===== config.mk =====
export PLATFORM = sky130hd
export DESIGN_NAME = axi_burst_write_master
export DESIGN_NICKNAME = d
export VERILOG_FILES = /design/src/rtl/axi_wmaster_pkg.sv /design/src/rtl/axi_wstrb_gen.sv /design/src/rtl/axi_burst_write_master.sv
export SDC_FILE = /design/constraint.sdc
export NUM_CORES = 1
export LEC_CHECK = 0
export BUFFER_PORTS_ARGS = -buffer_cell sky130_fd_sc_hd__buf_2
export CELL_PAD_IN_SITES_DETAIL_PLACEMENT = 1
export CELL_PAD_IN_SITES_GLOBAL_PLACEMENT = 1
export CORE_MARGIN = 1
export CORE_UTILIZATION = 38
export DETAILED_ROUTE_END_ITERATION = 8
export PLACE_DENSITY_LB_ADDON = 0.1
export SYNTH_ARGS = -nofsm -noshare
export SYNTH_HDL_FRONTEND = slang
export SYNTH_SLANG_ARGS = --single-unit

===== constraint.sdc =====
create_clock -name axi_clk -period 4.39 [get_ports axi_clk]
set_input_delay 0.878 -clock axi_clk [delete_from_list [all_inputs] [get_ports axi_clk]]
set_output_delay 0.878 -clock axi_clk [all_outputs]
set_load 0.005 [all_outputs]

===== src/rtl/axi_wmaster_pkg.sv =====
// axi_wmaster_pkg: shared burst/response constants, the write-master FSM state
// type and the per-beat address/strobe arithmetic used by axi_wstrb_gen.
// The helper functions work on the widest supported address and strobe
// vectors; callers slice the results down to their own widths.
package axi_wmaster_pkg;

  localparam logic [1:0] BURST_FIXED = 2'd0;
  localparam logic [1:0] BURST_INCR  = 2'd1;
  localparam logic [1:0] BURST_WRAP  = 2'd2;

  localparam logic [1:0] RESP_OKAY   = 2'b00;
  localparam logic [1:0] RESP_SLVERR = 2'b10;

  localparam int MAX_ADDR_W = 64;
  localparam int MAX_STRB_W = 128;

  typedef enum logic [2:0] {
    ST_IDLE,
    ST_ADDR,
    ST_DATA,
    ST_RESP,
    ST_DONE
  } state_t;

  // Address of the beat that follows a beat at 'addr'. WRAP assumes the
  // start address was aligned and len is a legal wrap length.
  function automatic logic [MAX_ADDR_W-1:0] next_beat_addr(
    input logic [MAX_ADDR_W-1:0] addr,
    input logic [2:0]            size,
    input logic [1:0]            burst,
    input logic [7:0]            len
  );
    logic [MAX_ADDR_W-1:0] beat_bytes;
    logic [MAX_ADDR_W-1:0] aligned;
    logic [MAX_ADDR_W-1:0] incr;
    logic [MAX_ADDR_W-1:0] wrap_mask;
    beat_bytes = MAX_ADDR_W'(1) << size;
    aligned    = addr & ~(beat_bytes - MAX_ADDR_W'(1));
    incr       = aligned + beat_bytes;
    wrap_mask  = (beat_bytes * (MAX_ADDR_W'(len) + MAX_ADDR_W'(1))) - MAX_ADDR_W'(1);
    case (burst)
      BURST_INCR: next_beat_addr = incr;
      BURST_WRAP: next_beat_addr = (addr & ~wrap_mask) | (incr & wrap_mask);
      default:    next_beat_addr = addr;
    endcase
  endfunction

  // Byte lanes written by a beat at 'addr': from the addressed lane up to
  // (not including) the next 2^size-aligned lane.
  function automatic logic [MAX_STRB_W-1:0] beat_strb(
    input logic [MAX_ADDR_W-1:0] addr,
    input logic [2:0]            size,
    input int                    strb_w
  );
    logic [7:0]            lane_lo;
    logic [7:0]            lane_hi;
    logic [7:0]            bytes;
    logic [MAX_STRB_W-1:0] lo_mask;
    logic [MAX_STRB_W-1:0] hi_mask;
    bytes   = 8'd1 << size;
    lane_lo = {1'b0, addr[6:0]} & 8'(strb_w - 1);
    lane_hi = (lane_lo & ~(bytes - 8'd1)) + bytes;
    lo_mask = (MAX_STRB_W'(1) << lane_lo) - MAX_STRB_W'(1);
    hi_mask = (MAX_STRB_W'(1) << lane_hi) - MAX_STRB_W'(1);
    beat_strb = hi_mask & ~lo_mask;
  endfunction

endpackage


===== src/rtl/axi_wstrb_gen.sv =====
// axi_wstrb_gen: combinational beat helper. Given the current beat address
// and the burst shape it produces that beat's write strobe and the address
// of the following beat.
module axi_wstrb_gen
  import axi_wmaster_pkg::*;
#(
  parameter int ADDR_W = 32,
  parameter int STRB_W = 4
) (
  input  logic [ADDR_W-1:0] addr,
  input  logic [2:0]        size,
  input  logic [1:0]        burst,
  input  logic [7:0]        len,
  output logic [STRB_W-1:0] strb,
  output logic [ADDR_W-1:0] next_addr
);

  logic [MAX_ADDR_W-1:0] addr_ext;
  logic [MAX_ADDR_W-1:0] next_ext;
  logic [MAX_STRB_W-1:0] strb_ext;

  // Widen the address, run the shared arithmetic, narrow the results back
  always_comb begin
    addr_ext = MAX_ADDR_W'(addr);
    next_ext = next_beat_addr(addr_ext, size, burst, len);
    strb_ext = beat_strb(addr_ext, size, STRB_W);
  end

  assign next_addr = next_ext[ADDR_W-1:0];
  assign strb      = strb_ext[STRB_W-1:0];

  generate
    if (ADDR_W < MAX_ADDR_W) begin : g_addr_hi
      logic unused_addr_hi;
      assign unused_addr_hi = ^next_ext[MAX_ADDR_W-1:ADDR_W];
    end
    if (STRB_W < MAX_STRB_W) begin : g_strb_hi
      logic unused_strb_hi;
      assign unused_strb_hi = ^strb_ext[MAX_STRB_W-1:STRB_W];
    end
  endgenerate

endmodule


===== src/rtl/axi_burst_write_master.sv =====
// axi_burst_write_master: single-outstanding AXI4 write initiator. Takes one
// command plus a write-data stream, issues AW, the W beats with lane strobes
// derived from the beat address, collects B and reports completion.
// Optional build macro AXI_WMASTER_4KB_CHECK_EN: when defined, INCR commands
// whose last byte crosses a 4KB boundary are rejected locally as SLVERR.
module axi_burst_write_master
  import axi_wmaster_pkg::*;
#(
  parameter int AXI_ADDR_WIDTH = 32,
  parameter int AXI_DATA_WIDTH = 32,
  parameter int AXI_ID_WIDTH   = 8
) (
  input  logic                        axi_clk,
  input  logic                        axi_resetn,
  input  logic                        cmd_valid,
  output logic                        cmd_ready,
  input  logic [AXI_ADDR_WIDTH-1:0]   cmd_addr,
  input  logic [7:0]                  cmd_len,
  input  logic [2:0]                  cmd_size,
  input  logic [1:0]                  cmd_burst,
  input  logic [AXI_ID_WIDTH-1:0]     cmd_id,
  input  logic                        wd_valid,
  output logic                        wd_ready,
  input  logic [AXI_DATA_WIDTH-1:0]   wd_data,
  output logic                        done_valid,
  input  logic                        done_ready,
  output logic [1:0]                  done_resp,
  output logic [AXI_ID_WIDTH-1:0]     done_id,
  output logic [AXI_ADDR_WIDTH-1:0]   axi_aw_addr,
  output logic [1:0]                  axi_aw_burst,
  output logic [2:0]                  axi_aw_size,
  output logic [AXI_ID_WIDTH-1:0]     axi_aw_id,
  output logic [7:0]                  axi_aw_len,
  output logic                        axi_aw_valid,
  input  logic                        axi_aw_ready,
  output logic [AXI_DATA_WIDTH-1:0]   axi_w_data,
  output logic [AXI_DATA_WIDTH/8-1:0] axi_w_strb,
  output logic                        axi_w_last,
  output logic                        axi_w_valid,
  input  logic                        axi_w_ready,
  input  logic [1:0]                  axi_b_resp,
  input  logic [AXI_ID_WIDTH-1:0]     axi_b_id,
  input  logic                        axi_b_valid,
  output logic                        axi_b_ready
);

  localparam int         AXI_STRB_WIDTH = AXI_DATA_WIDTH / 8;
  localparam logic [2:0] STRB_LOG2      = 3'($clog2(AXI_STRB_WIDTH));

  state_t                      state_q;
  state_t                      state_d;
  logic [AXI_ADDR_WIDTH-1:0]   beat_addr_q;
  logic [2:0]                  size_q;
  logic [1:0]                  burst_q;
  logic [7:0]                  len_q;
  logic [AXI_ID_WIDTH-1:0]     id_q;
  logic [8:0]                  beat_cnt_q;
  logic                        beats_left;
  logic                        w_load;
  logic                        local_err;
  logic [6:0]                  size_mask;
  logic [AXI_STRB_WIDTH-1:0]   beat_strb_c;
  logic [AXI_ADDR_WIDTH-1:0]   next_addr_c;
`ifdef AXI_WMASTER_4KB_CHECK_EN
  logic [19:0]                 last_byte;
`endif

  axi_wstrb_gen #(
    .ADDR_W (AXI_ADDR_WIDTH),
    .STRB_W (AXI_STRB_WIDTH)
  ) u_strb_gen (
    .addr      (beat_addr_q),
    .size      (size_q),
    .burst     (burst_q),
    .len       (len_q),
    .strb      (beat_strb_c),
    .next_addr (next_addr_c)
  );

  assign beats_left = (beat_cnt_q <= {1'b0, len_q});

  // Commands that can never be issued legally are answered locally
  always_comb begin
    local_err = 1'b0;
    size_mask = 7'((8'd1 << cmd_size) - 8'd1);
    if (cmd_size > STRB_LOG2) local_err = 1'b1;
    if (cmd_burst == 2'd3) local_err = 1'b1;
    if (cmd_burst == BURST_WRAP) begin
      if (!(cmd_len inside {8'd1, 8'd3, 8'd7, 8'd15})) local_err = 1'b1;
      if ((cmd_addr[6:0] & size_mask) != 7'd0) local_err = 1'b1;
    end
`ifdef AXI_WMASTER_4KB_CHECK_EN
    last_byte = ({8'd0, cmd_addr[11:0]} & ~{13'd0, size_mask})
              + ((20'(cmd_len) + 20'd1) << cmd_size) - 20'd1;
    if ((cmd_burst == BURST_INCR) && (last_byte[19:12] != 8'd0)) local_err = 1'b1;
`endif
  end

  // FSM state register
  always_ff @(posedge axi_clk or negedge axi_resetn) begin
    if (!axi_resetn) state_q <= ST_IDLE;
    else             state_q <= state_d;
  end

  // Next-state logic and the handshake signals that follow directly from state
  always_comb begin
    state_d      = state_q;
    cmd_ready    = 1'b0;
    axi_aw_valid = 1'b0;
    w_load       = 1'b0;
    wd_ready     = 1'b0;
    axi_b_ready  = 1'b0;
    done_valid   = 1'b0;
    case (state_q)
      ST_IDLE: begin
        cmd_ready = 1'b1;
        if (cmd_valid) state_d = local_err ? ST_DONE : ST_ADDR;
      end
      ST_ADDR: begin
        axi_aw_valid = 1'b1;
        if (axi_aw_ready) state_d = ST_DATA;
      end
      ST_DATA: begin
        w_load   = wd_valid && (!axi_w_valid || axi_w_ready) && beats_left;
        wd_ready = w_load;
        if (axi_w_valid && axi_w_ready && axi_w_last) state_d = ST_RESP;
      end
      ST_RESP: begin
        axi_b_ready = 1'b1;
        if (axi_b_valid) state_d = ST_DONE;
      end
      ST_DONE: begin
        done_valid = 1'b1;
        if (done_ready) state_d = ST_IDLE;
      end
      default: state_d = ST_IDLE;
    endcase
  end

  // Command capture, W output register and completion payload
  always_ff @(posedge axi_clk or negedge axi_resetn) begin
    if (!axi_resetn) begin
      beat_addr_q  <= '0;
      size_q       <= '0;
      burst_q      <= '0;
      len_q        <= '0;
      id_q         <= '0;
      beat_cnt_q   <= '0;
      axi_aw_addr  <= '0;
      axi_aw_burst <= '0;
      axi_aw_size  <= '0;
      axi_aw_id    <= '0;
      axi_aw_len   <= '0;
      axi_w_data   <= '0;
      axi_w_strb   <= '0;
      axi_w_last   <= 1'b0;
      axi_w_valid  <= 1'b0;
      done_resp    <= RESP_OKAY;
      done_id      <= '0;
    end else begin
      if (cmd_valid && cmd_ready) begin
        beat_addr_q  <= cmd_addr;
        size_q       <= cmd_size;
        burst_q      <= cmd_burst;
        len_q        <= cmd_len;
        id_q         <= cmd_id;
        beat_cnt_q   <= '0;
        axi_aw_addr  <= cmd_addr;
        axi_aw_burst <= cmd_burst;
        axi_aw_size  <= cmd_size;
        axi_aw_id    <= cmd_id;
        axi_aw_len   <= cmd_len;
        if (local_err) begin
          done_resp <= RESP_SLVERR;
          done_id   <= cmd_id;
        end
      end
      if (w_load) begin
        axi_w_data  <= wd_data;
        axi_w_strb  <= beat_strb_c;
        axi_w_last  <= (beat_cnt_q == {1'b0, len_q});
        axi_w_valid <= 1'b1;
        beat_cnt_q  <= beat_cnt_q + 9'd1;
        beat_addr_q <= next_addr_c;
      end else if (axi_w_valid && axi_w_ready) begin
        axi_w_valid <= 1'b0;
      end
      if (axi_b_valid && axi_b_ready) begin
        done_resp <= (axi_b_id != id_q) ? RESP_SLVERR : axi_b_resp;
        done_id   <= id_q;
      end
    end
  end

endmodule


# Word level (Yosys, flattened, before mapping)
# Index checks and enable logic that the tools add are counted.
# classes
add_sub_neg,10
multipliers,1
magnitude_cmp,2
n_eq_ne,20
n_shift,5
n_mux,31
n_bitwise,11
reduce_logical,18
# op_table
cell,count
bitwise AND 32 bit,3
multiplier 64 x 9 -> 32 bit,1
two-way mux 32 bit,2
NOT 32 bit,2
case mux 32 bit (2 select lines),1
"left shift 1 x 3 -> 64 bit, first input constant",1
"subtractor 32 x 1 -> 32 bit, second input constant",2
adder 32 bit,1
bitwise OR 32 bit,1
two-way mux 8 bit,3
two-way mux 3 bit,6
two-way mux 9 bit,2
case mux 3 bit (5 select lines),1
two-way mux 1 bit,12
"inequality test 2 bit, second input constant",5
"adder 8 x 1 -> 9 bit, second input constant",1
"adder 9 x 1 -> 9 bit, second input constant",1
== test 9 x 8 -> 1 bit,1
less-or-equal comparator 9 x 8 -> 1 bit,1
adder 8 bit,1
bitwise AND 2 x 8 -> 8 bit,1
"== test 8 x 1 -> 1 bit, second input constant",1
"== test 8 x 2 -> 1 bit, second input constant",1
"== test 8 x 3 -> 1 bit, second input constant",1
other kinds (30),46
# totals
register_bits,145
input_bits,103
out_inout_bits,106

# Logic depth before layout (Yosys ltp)
# Gate-level depths: netlist (run 1).
# depth
ltp_word,9
ltp_mapped,11
ltp_nobuf,10

# Hierarchy
# Synthesis (run 1) repeated with hierarchy kept, for this count alone.
# hier_totals
hier_cells,1333
hier_area_um2,11338.4
# by_module_without_submodules
mod,n_inst,cells_each,area_per_inst_um2,seq_area_each_um2
axi_burst_write_master,1,609,6282.3,3628.5
axi_wstrb_gen,1,724,5056.1,0.0

# Worst setup path before layout (run 1)
# OpenSTA, ideal clock, no wires.
# synth_path
path_type,input port to output port
from,in axi_w_ready
to,out wd_ready
arrival_time_ps,1719
required_time_ps,3512
path_slack_ps,1793
path_stages,6
n_path_buf,2
cell_sequence,nand2b_1 -> nand4_1 -> a221o_1 -> inv_2 -> buf_6 -> buf_4
# synth_via
elab_chain_len,4
# synth_lines
item,line_no,source
start: declaration,axi_burst_write_master.sv:40,"input logic axi_w_ready,"
logical OR 1 bit,axi_burst_write_master.sv:124,w_load = wd_valid && (!axi_w_valid || axi_w_ready) && beats_left;
logical AND 1 bit (2 in series),axi_burst_write_master.sv:124,
two-way mux 1 bit,axi_burst_write_master.sv:114,case (state_q)
end: declaration,axi_burst_write_master.sv:23,"output logic wd_ready,"
# No other way between the ends.

# Final worst setup path (run 1)
# layout_path
from,reg beat_cnt_q[4]
to,out wd_ready
# layout_via
elab_chain_len,3
# layout_lines
item,line_no,source
start: declaration,axi_burst_write_master.sv:57,logic [8:0] beat_cnt_q;
start signal: assignment,axi_burst_write_master.sv:183,beat_cnt_q <= beat_cnt_q + 9'd1;
less-or-equal comparator 9 x 8 -> 1 bit,axi_burst_write_master.sv:80,"assign beats_left = (beat_cnt_q <= {1'b0, len_q});"
logical AND 1 bit,axi_burst_write_master.sv:124,
two-way mux 1 bit,axi_burst_write_master.sv:114,
# No other way between the ends.

==> impl_metrics.sql, run 1 <==
INSERT INTO impl_metrics (metric_group, metric, value, unit) VALUES
('synthesis', 'ys_warn_count', '0', ''),
('outcome', 'status', 'finished, final reports clean', ''),
('synthesis', 'post_synth.cell_area_avg', '9.10', 'sq um'),
('clock_network', 'hold_buf_count_cts', '0', ''),
('worst_setup_path', 'worstSetupStartpointType', 'flip-flop', ''),
('clock_network', 'clock_transition_time_at_the_flip_flop_clock_pins_of_the_worst_setup_and_hold_paths', '0.05', 'ns'),
('sta', 'clock.fmax', '334', 'MHz'),
('sta', 'timing.final.hold_violations', '0', ''),
('clock_network', 'htree_num_levels', '4', ''),
('drt', 'route.antenna.remaining_nets', '0', ''),
('floorplanning', 'design.die.area', '14200', 'sq um'),
('synthesis', 'yosys-mux-area-fraction', '0.0386', ''),
('grt', 'grt_use_total', '0.238', ''),
('drt', 'drt-total-wl', '15.7', 'mm'),
('layout', 'layoutNonFillerInstCount', '965', ''),
('layout', 'n_antenna_cell', '0', ''),
('drt', 'detailedRoute.firstPassIterationCount', '4', ''),
('layout', 'area.growth.synth_to_final', '33.7', '%'),
('grt', 'overflow_left_after_global_routing', '0', ''),
('grt', 'grt_first_pass_wirelength', '26.2', 'mm'),
('sta', 'max-slew-margin-rel', '0.463', ''),
('placed_design', 'dp_cells', '933', ''),
('placed_design', 'gp_congestion', '0.841', ''),
('synthesis', 'synth.ff_latch_count', '115', ''),
('worst_setup_path', 'worstPathCellList', 'ha_1 -> and4_1 -> a211oi_1 -> a221o_2 -> inv_2 -> buf_2', ''),
('synthesis', 'synth.lib_cells_used.distinct', '54', ''),
('clock_network', 'cts_setup_buffers', '0', ''),
('synthesis', 'seq_area_frac_synth', '0.551', ''),
('drt', 'number_of_design_rule_violations_left_by_the_first_detailed_router_iteration', '229', ''),
('power', 'cell_area_power_density', '710', 'nW/um^2'),
('synthesis', 'synth_simple_gate_area_frac', '0.251', ''),
('worst_setup_path', 'timing.critical_path.required', '3.51', 'ns'),
('floorplanning', 'fp-row-count', '42', ''),
('floorplanning', 'floorplan.die.height', '119', 'microns'),
('worst_setup_path', 'critical_path_arrival', '2.12', 'ns'),
('sta', 'tightest_slew', '0.806', 'ns'),
('synthesis', 'synthesis.area', '5220', 'sq um'),
('floorplanning', 'start_util', '0.391', ''),
('floorplanning', 'ios', '209', ''),
('synthesis', 'syn_nets', '688', ''),
('sta', 'timing.clock.skew', '0.00867', 'ns'),
('sta', 'tns', '0', 'ns'),
('clock_network', 'cts_buffers', '17', ''),
('synthesis', 'post_synth_inst_count', '574', ''),
('floorplanning', 'placeableCoreArea', '13300', 'sq um'),
('synthesis', 'ys.flop_type', 'sky130_fd_sc_hd__dfrtp_1', ''),
('sta', 'report.final.slew_viol_count', '0', ''),
('clock_network', 'tritoncts', 'yes', ''),
('placed_design', 'place.port_buffers', '208', ''),
('worst_setup_path', 'slowest_cell_on_the_critical_path', 'sky130_fd_sc_hd__dfrtp_1', ''),
('clock_network', 'ctsLongestPathBuffers', '2', ''),
('sta', 'timing.final.setup_violations', '0', ''),
('worst_setup_path', 'timing.critical_path.slowest_cell_delay', '0.42', 'ns'),
('synthesis', 'synth-edff-count', '0', ''),
('sta', 'final_min_period_over_clock_period', '0.682', ''),
('power', 'vdd_ir_drop_max', '264', 'uV'),
('synthesis', 'share_of_async_settable_or_async_resettable_flops_after_synthesis', '1.00', ''),
('clock_network', 'root_buffer', 'sky130_fd_sc_hd__clkbuf_16', ''),
('sta', 'finalCriticalPeriod', '3.00', 'ns'),
('grt', 'largest_net_degree_at_the_start_of_global_routing', '67', ''),
('layout', 'num-nets-final', '890', ''),
('worst_setup_path', 'max_fo_critical_path', '5', ''),
('hold_path', 'worst_hold_path_type', 'flip-flop to flip-flop', ''),
('drt', 'num_vias', '4789', ''),
('synthesis', 'post_synth_fa_ha_maj_area_fraction', '0.0263', ''),
('floorplanning', 'chipWidth', '119', 'microns'),
('clock_network', 'clock_latency_late_sink', '0.41', 'ns'),
('synthesis', 'synth_compound_area_frac', '0.0766', ''),
('grt', 'initial_antenna_violation_count', '0', ''),
('power', 'total_leakage_power', '0.00384', 'uW'),
('job', 'max_cap_violations', '0', '');
[registers in the layout, summed over array words and instances (netlist names), named ones only]
name	cells
size_q	3
len_q	8
done_resp	2
id_q	8
beat_cnt_q	9
axi_w_data	32
burst_q	2
axi_w_strb	4
state_q	3
axi_aw_addr	32
done_id	8
axi_w_last	1
axi_w_valid	1
[metal layers]
metal,vias to the layer above,global-route usage,wire [microns]
met5,-,0,0
met1,2346,0.287,6590
li1,2282,-,-
met4,0,0.0941,289
met3,24,0.0560,884
met2,137,0.408,7920
[worst paths after layout]
| kind | start | end | slack [ns] | depth (start not counted) |
|---|---|---|---|---|
| setup / recovery | beat_cnt_q[4] | wd_ready | 1.39 | 6 |
| hold / removal | axi_aw_addr[21] | axi_aw_addr[21] | 0.47 | 2 |
| setup reg to reg | beat_cnt_q[4] | beat_cnt_q[3] | 1.65 | 9 |
| hold reg to reg | axi_aw_addr[21] | axi_aw_addr[21] | 0.47 | 2 |
| max in group asynchronous | axi_resetn | id_q[1] | 2.94 | 2 |
| min in group asynchronous | axi_resetn | axi_w_data[4] | 0.55 | 1 |
[cell families (layout without fill, tap and decap cells)]
logic type / count (synthesis) / after routing
simple gates: 315 / 315
flops: 115 / 115
compound gates: 63 / 63
buf+inv: 42 / 257
mux: 18 / 18
fa+ha+maj: 11 / 11
xor+xnor: 10 / 10
[cells in the mapped netlist, types with 4 or more instances]
cell type / number / area, sq um
sky130_fd_sc_hd__a21oi_1: 9 / 45.0
sky130_fd_sc_hd__nand2_1: 259 / 972
sky130_fd_sc_hd__xor2_1: 5 / 43.8
sky130_fd_sc_hd__inv_1: 10 / 37.5
sky130_fd_sc_hd__nor3_1: 7 / 35.0
sky130_fd_sc_hd__dfrtp_1: 115 / 2880
sky130_fd_sc_hd__and3_1: 4 / 25.0
sky130_fd_sc_hd__o21ai_1: 6 / 30.0
sky130_fd_sc_hd__buf_4: 4 / 30.0
sky130_fd_sc_hd__mux2_2: 17 / 191
sky130_fd_sc_hd__xnor2_1: 5 / 43.8
sky130_fd_sc_hd__o31ai_1: 5 / 37.5
sky130_fd_sc_hd__clkbuf_1: 10 / 37.5
sky130_fd_sc_hd__nand4_1: 4 / 25.0
sky130_fd_sc_hd__buf_2: 15 / 75.1
sky130_fd_sc_hd__o21ai_0: 23 / 115
sky130_fd_sc_hd__nand2b_1: 4 / 25.0
sky130_fd_sc_hd__nor2b_1: 5 / 31.3
sky130_fd_sc_hd__ha_1: 11 / 138
sky130_fd_sc_hd__nor2_1: 14 / 52.6
[power by group]
part	internal, uW	leakage [uW]	switching (uW)
combinational	755	0.00210	931
sequential	1510	0.00145	354
clock	931	0.000296	478
[worst max-delay path: cells and delay by family, from the launching register on]
kind	cells	cell delay [ns]
AND/OR/NAND/NOR	1	0.26
buffers and inverters	2	0.17
AO/OA/AOI/OAI	2	0.50
adder cells (fa/ha/maj)	1	0.35
flip-flops	1	0.42
[stage by stage]
step	area [sq um]	power (uW)	setup slack, ns
2_1_floorplan	5220	2770	1.79
3_3_place_gp	6380	3480	1.47
3_5_place_dp	6380	3580	1.40
4_1_cts	6980	5030	1.37
5_1_grt	6980	5340	1.30
6_report	6980	4960	1.39
[layout make-up]
class,count,area [sq um]
multi-input cells,417,2150
flip-flops and latches,115,2880
fillers,1630,6370
clock inverters,10,130
repair buffers,214,1090
clock buffers,22,474
well taps,176,220
inverters,11,41.3
[layout by cell type, fill, tap and decap left out, types with 6 or more instances in the layout]
master and instances:
sky130_fd_sc_hd__dfrtp_1 115, sky130_fd_sc_hd__nand2_1 259, sky130_fd_sc_hd__ha_1 11, sky130_fd_sc_hd__o21ai_0 23
sky130_fd_sc_hd__mux2_2 17, sky130_fd_sc_hd__buf_2 207, sky130_fd_sc_hd__inv_1 10, sky130_fd_sc_hd__o21ai_1 6
sky130_fd_sc_hd__nor3_1 7, sky130_fd_sc_hd__a21oi_1 9, sky130_fd_sc_hd__nor2_1 14, sky130_fd_sc_hd__clkbuf_16 17
sky130_fd_sc_hd__buf_4 7
Power figures use the tool's default switching activity.
==> inputs of run 2 (changes only) <==
--- a/config.mk
+++ b/config.mk
@@ -9,7 +9,7 @@
 export CELL_PAD_IN_SITES_DETAIL_PLACEMENT = 1
 export CELL_PAD_IN_SITES_GLOBAL_PLACEMENT = 1
 export CORE_MARGIN = 1
-export CORE_UTILIZATION = 38
+export CORE_UTILIZATION = 32
 export DETAILED_ROUTE_END_ITERATION = 8
 export PLACE_DENSITY_LB_ADDON = 0.1
 export SYNTH_ARGS = -nofsm -noshare
==> constraint.sdc (replaced) <==
create_clock -name axi_clk -period 2.7 [get_ports axi_clk]
set_input_delay 0.54 -clock axi_clk [delete_from_list [all_inputs] [get_ports axi_clk]]
set_output_delay 0.54 -clock axi_clk [all_outputs]
set_load 0.005 [all_outputs]
==> run 2 against run 1 <==
  * First-iteration DRC count down 28%
  * Largest cell class unchanged
  * Register-to-register slack got worse by 1.5 ns
  * Highest routed layer unchanged
  * Non-clock buffer count rose by 14
==> impl_metrics.sql, run 2 (synthesis gave the netlist of run 1 again) <==
INSERT INTO impl_metrics (metric_group, metric, value, unit) VALUES
('layout', 'finalCoreUtilization', '0.448', ''),
('worst_setup_path', 'end_kind', 'output pin', ''),
('drt', 'routed_wire_length_per_instance', '15.7', 'microns'),
('drt', 'number_of_design_rule_violations_left_by_the_first_detailed_router_iteration', '166', ''),
('clock_network', 'ctsLongestPathBuffers', '2', ''),
('hold_path', 'worst_hold_path_type', 'input pin to async pin', ''),
('floorplanning', 'floorplan.die.height', '130', 'microns'),
('grt', 'largest_net_degree_at_the_start_of_global_routing', '49', ''),
('outcome', 'status', 'finished, final reports clean', ''),
('clock_network', 'clock_transition_time_at_the_flip_flop_clock_pins_of_the_worst_setup_and_hold_paths', '0.05', 'ns'),
('placed_design', 'post-dp-hpwl', '11.8', 'mm'),
('clock_network', 'cts.sinks', '115', ''),
('worst_setup_path', 'worstPathCellList', 'ha_4 -> and4_4 -> a211oi_1 -> a221o_2 -> inv_6 -> buf_2', ''),
('drt', 'num_vias', '4754', ''),
('sta', 'clock.fmax', '383', 'MHz'),
('floorplanning', 'placeableCoreArea', '15900', 'sq um'),
('floorplanning', 'ios', '209', ''),
('sta', 'rsz0062_at_grt', 'false', ''),
('clock_network', 'htree_num_levels', '4', ''),
('worst_setup_path', 'slowest_cell_on_the_critical_path', 'sky130_fd_sc_hd__dfrtp_1', ''),
('placed_design', 'dpl_cell_area', '6520', 'sq um'),
('sta', 'tightest_slew', '0.591', 'ns'),
('sta', 'report.final.slew_viol_count', '0', ''),
('worst_setup_path', 'worstSetupStartpointType', 'flip-flop', ''),
('drt', 'route.antenna.remaining_nets', '0', ''),
('clock_network', 'tritoncts', 'yes', ''),
('layout', 'post_route_cells_drive_above_1_share', '0.354', ''),
('sta', 'timing.final.setup_violations', '0', ''),
('sta', 'max-slew-margin-rel', '0.606', ''),
('floorplanning', 'chipWidth', '130', 'microns'),
('power', 'cell_area_power_density', '1110', 'nW/um^2'),
('grt', 'grt_use_total', '0.196', ''),
('worst_setup_path', 'timing.critical_path.required', '2.16', 'ns'),
('drt', 'drt-total-wl', '15.9', 'mm'),
('grt', 'overflow_left_after_global_routing', '0', ''),
('grt', 'initial_antenna_violation_count', '1', ''),
('drt', 'avgViaCountPerCell', '4.67', ''),
('worst_setup_path', 'max_fo_critical_path', '5', ''),
('sta', 'timing.final.hold_violations', '0', ''),
('placed_design', 'place.port_buffers', '208', ''),
('drt', 'drc', '0', ''),
('floorplanning', 'design.die.area', '16800', 'sq um'),
('grt', 'first_global_vias', '4952', ''),
('power', 'total_leakage_power', '0.00389', 'uW'),
('power', 'vdd_ir_drop_max', '448', 'uV'),
('sta', 'timing.clock.skew', '0.00657', 'ns'),
('layout', 'most_frequent_cells_in_the_layout', 'sky130_fd_sc_hd__nand2_1 (259), sky130_fd_sc_hd__buf_2 (207), sky130_fd_sc_hd__dfrtp_1 (115)', ''),
('sta', 'final_min_period_over_clock_period', '0.968', ''),
('worst_setup_path', 'timing.reg2reg.setup_slack', '0.17', 'ns'),
('layout', 'num-nets-final', '904', ''),
('grt', 'grt_first_pass_wirelength', '25.2', 'mm'),
('drt', 'detailedRoute.firstPassIterationCount', '4', ''),
('layout', 'layout.filler_cells', '1933', ''),
('clock_network', 'root_buffer', 'sky130_fd_sc_hd__clkbuf_16', ''),
('floorplanning', 'fp-row-count', '46', ''),
('job', 'max_cap_violations', '0', ''),
('layout', 'area.growth.synth_to_final', '36.2', '%'),
('layout', 'largest_registers', 'axi_aw_addr (32), axi_w_data (32), beat_cnt_q (9)', ''),
('sta', 'finalCriticalPeriod', '2.61', 'ns'),
('placed_design', 'dp_cells', '984', ''),
('floorplanning', 'start_util', '0.329', ''),
('layout', 'final_design_area_no_fill', '7120', 'sq um'),
('placed_design', 'gp_congestion', '0.826', ''),
('sta', 'tns', '0', 'ns'),
('layout', 'layoutNonFillerInstCount', '1017', ''),
('worst_setup_path', 'critical_path_arrival', '2.07', 'ns'),
('worst_setup_path', 'timing.critical_path.slowest_cell_delay', '0.44', 'ns'),
('layout', 'most_common_cell_after_layout_fill_and_taps_aside', 'sky130_fd_sc_hd__nand2_1', ''),
('clock_network', 'clock_latency_late_sink', '0.41', 'ns'),
('worst_setup_path', 'timing_worst_setup_path_type', 'flip-flop to output pin', ''),
('clock_network', 'cts_buffers', '17', '');
## run 2: final cells by class
class                   instances  area [sq um]  share of cell area
diodes                          1          2.50            0.000352
clock buffers                  22           464              0.0652
clock inverters                 7          60.1             0.00844
inverters                      11          46.3             0.00650
multi-input cells             417          2190               0.308
flip-flops and latches        115          2880               0.404
well taps                     216           270              0.0380
repair buffers                228          1210               0.169
## run 2: critical path, delay by kind of cell (launching register included)
family                     cells  cell delay (ns)
and+or+nand+nor                1             0.22
DFF                            1             0.44
buffers and inverters          2             0.19
AOI/OAI and AO/OA              2             0.52
adders and majority gates      1             0.30
## run 2: through the flow
step / setup slack, ns / power [uW] / hold slack [ns]
floorplan: 0.296 / 4500 / 0.244
global placement: 0.257 / 5770 / 0.452
detailed placement: 0.204 / 5920 / 0.459
CTS: 0.0328 / 8020 / 0.155
global route: 0.0102 / 8550 / 0.171
finish: 0.0862 / 7910 / 0.137
## run 2: final timing paths
kind | start | end | cells after the start
worst max-delay path | beat_cnt_q[3] | wd_ready | 6
worst min-delay path | axi_resetn | axi_w_data[28] | 1
worst max register to register | len_q[4] | beat_cnt_q[2] | 10
worst min register to register | axi_w_data[29] | axi_w_data[29] | 2
max in group asynchronous | axi_resetn | state_q[1] | 2
min in group axi_clk | cmd_addr[7] | axi_aw_addr[7] | 3
## run 2: metal layers
metal,track usage,part of all wire
met4,0.0739,0.015
met1,0.228,0.41
met5,0,0
met3,0.0566,0.065
met2,0.343,0.51
## run 2: timing repair
| item | in CTS | in global routing |
|---|---|---|
| setup buffers | 2 | 1 |
| resized for setup | 3 | 3 |
| hold buffers | 0 | 0 |
| setup endpoints to repair | 1 | 2 |
## run 2: power breakdown
part	total (uW)	switching [uW]	leakage (uW)	internal (uW)
combinational	2920	1580	0.00217	1340
sequential	2950	497	0.00145	2460
clock	2040	753	0.000265	1290
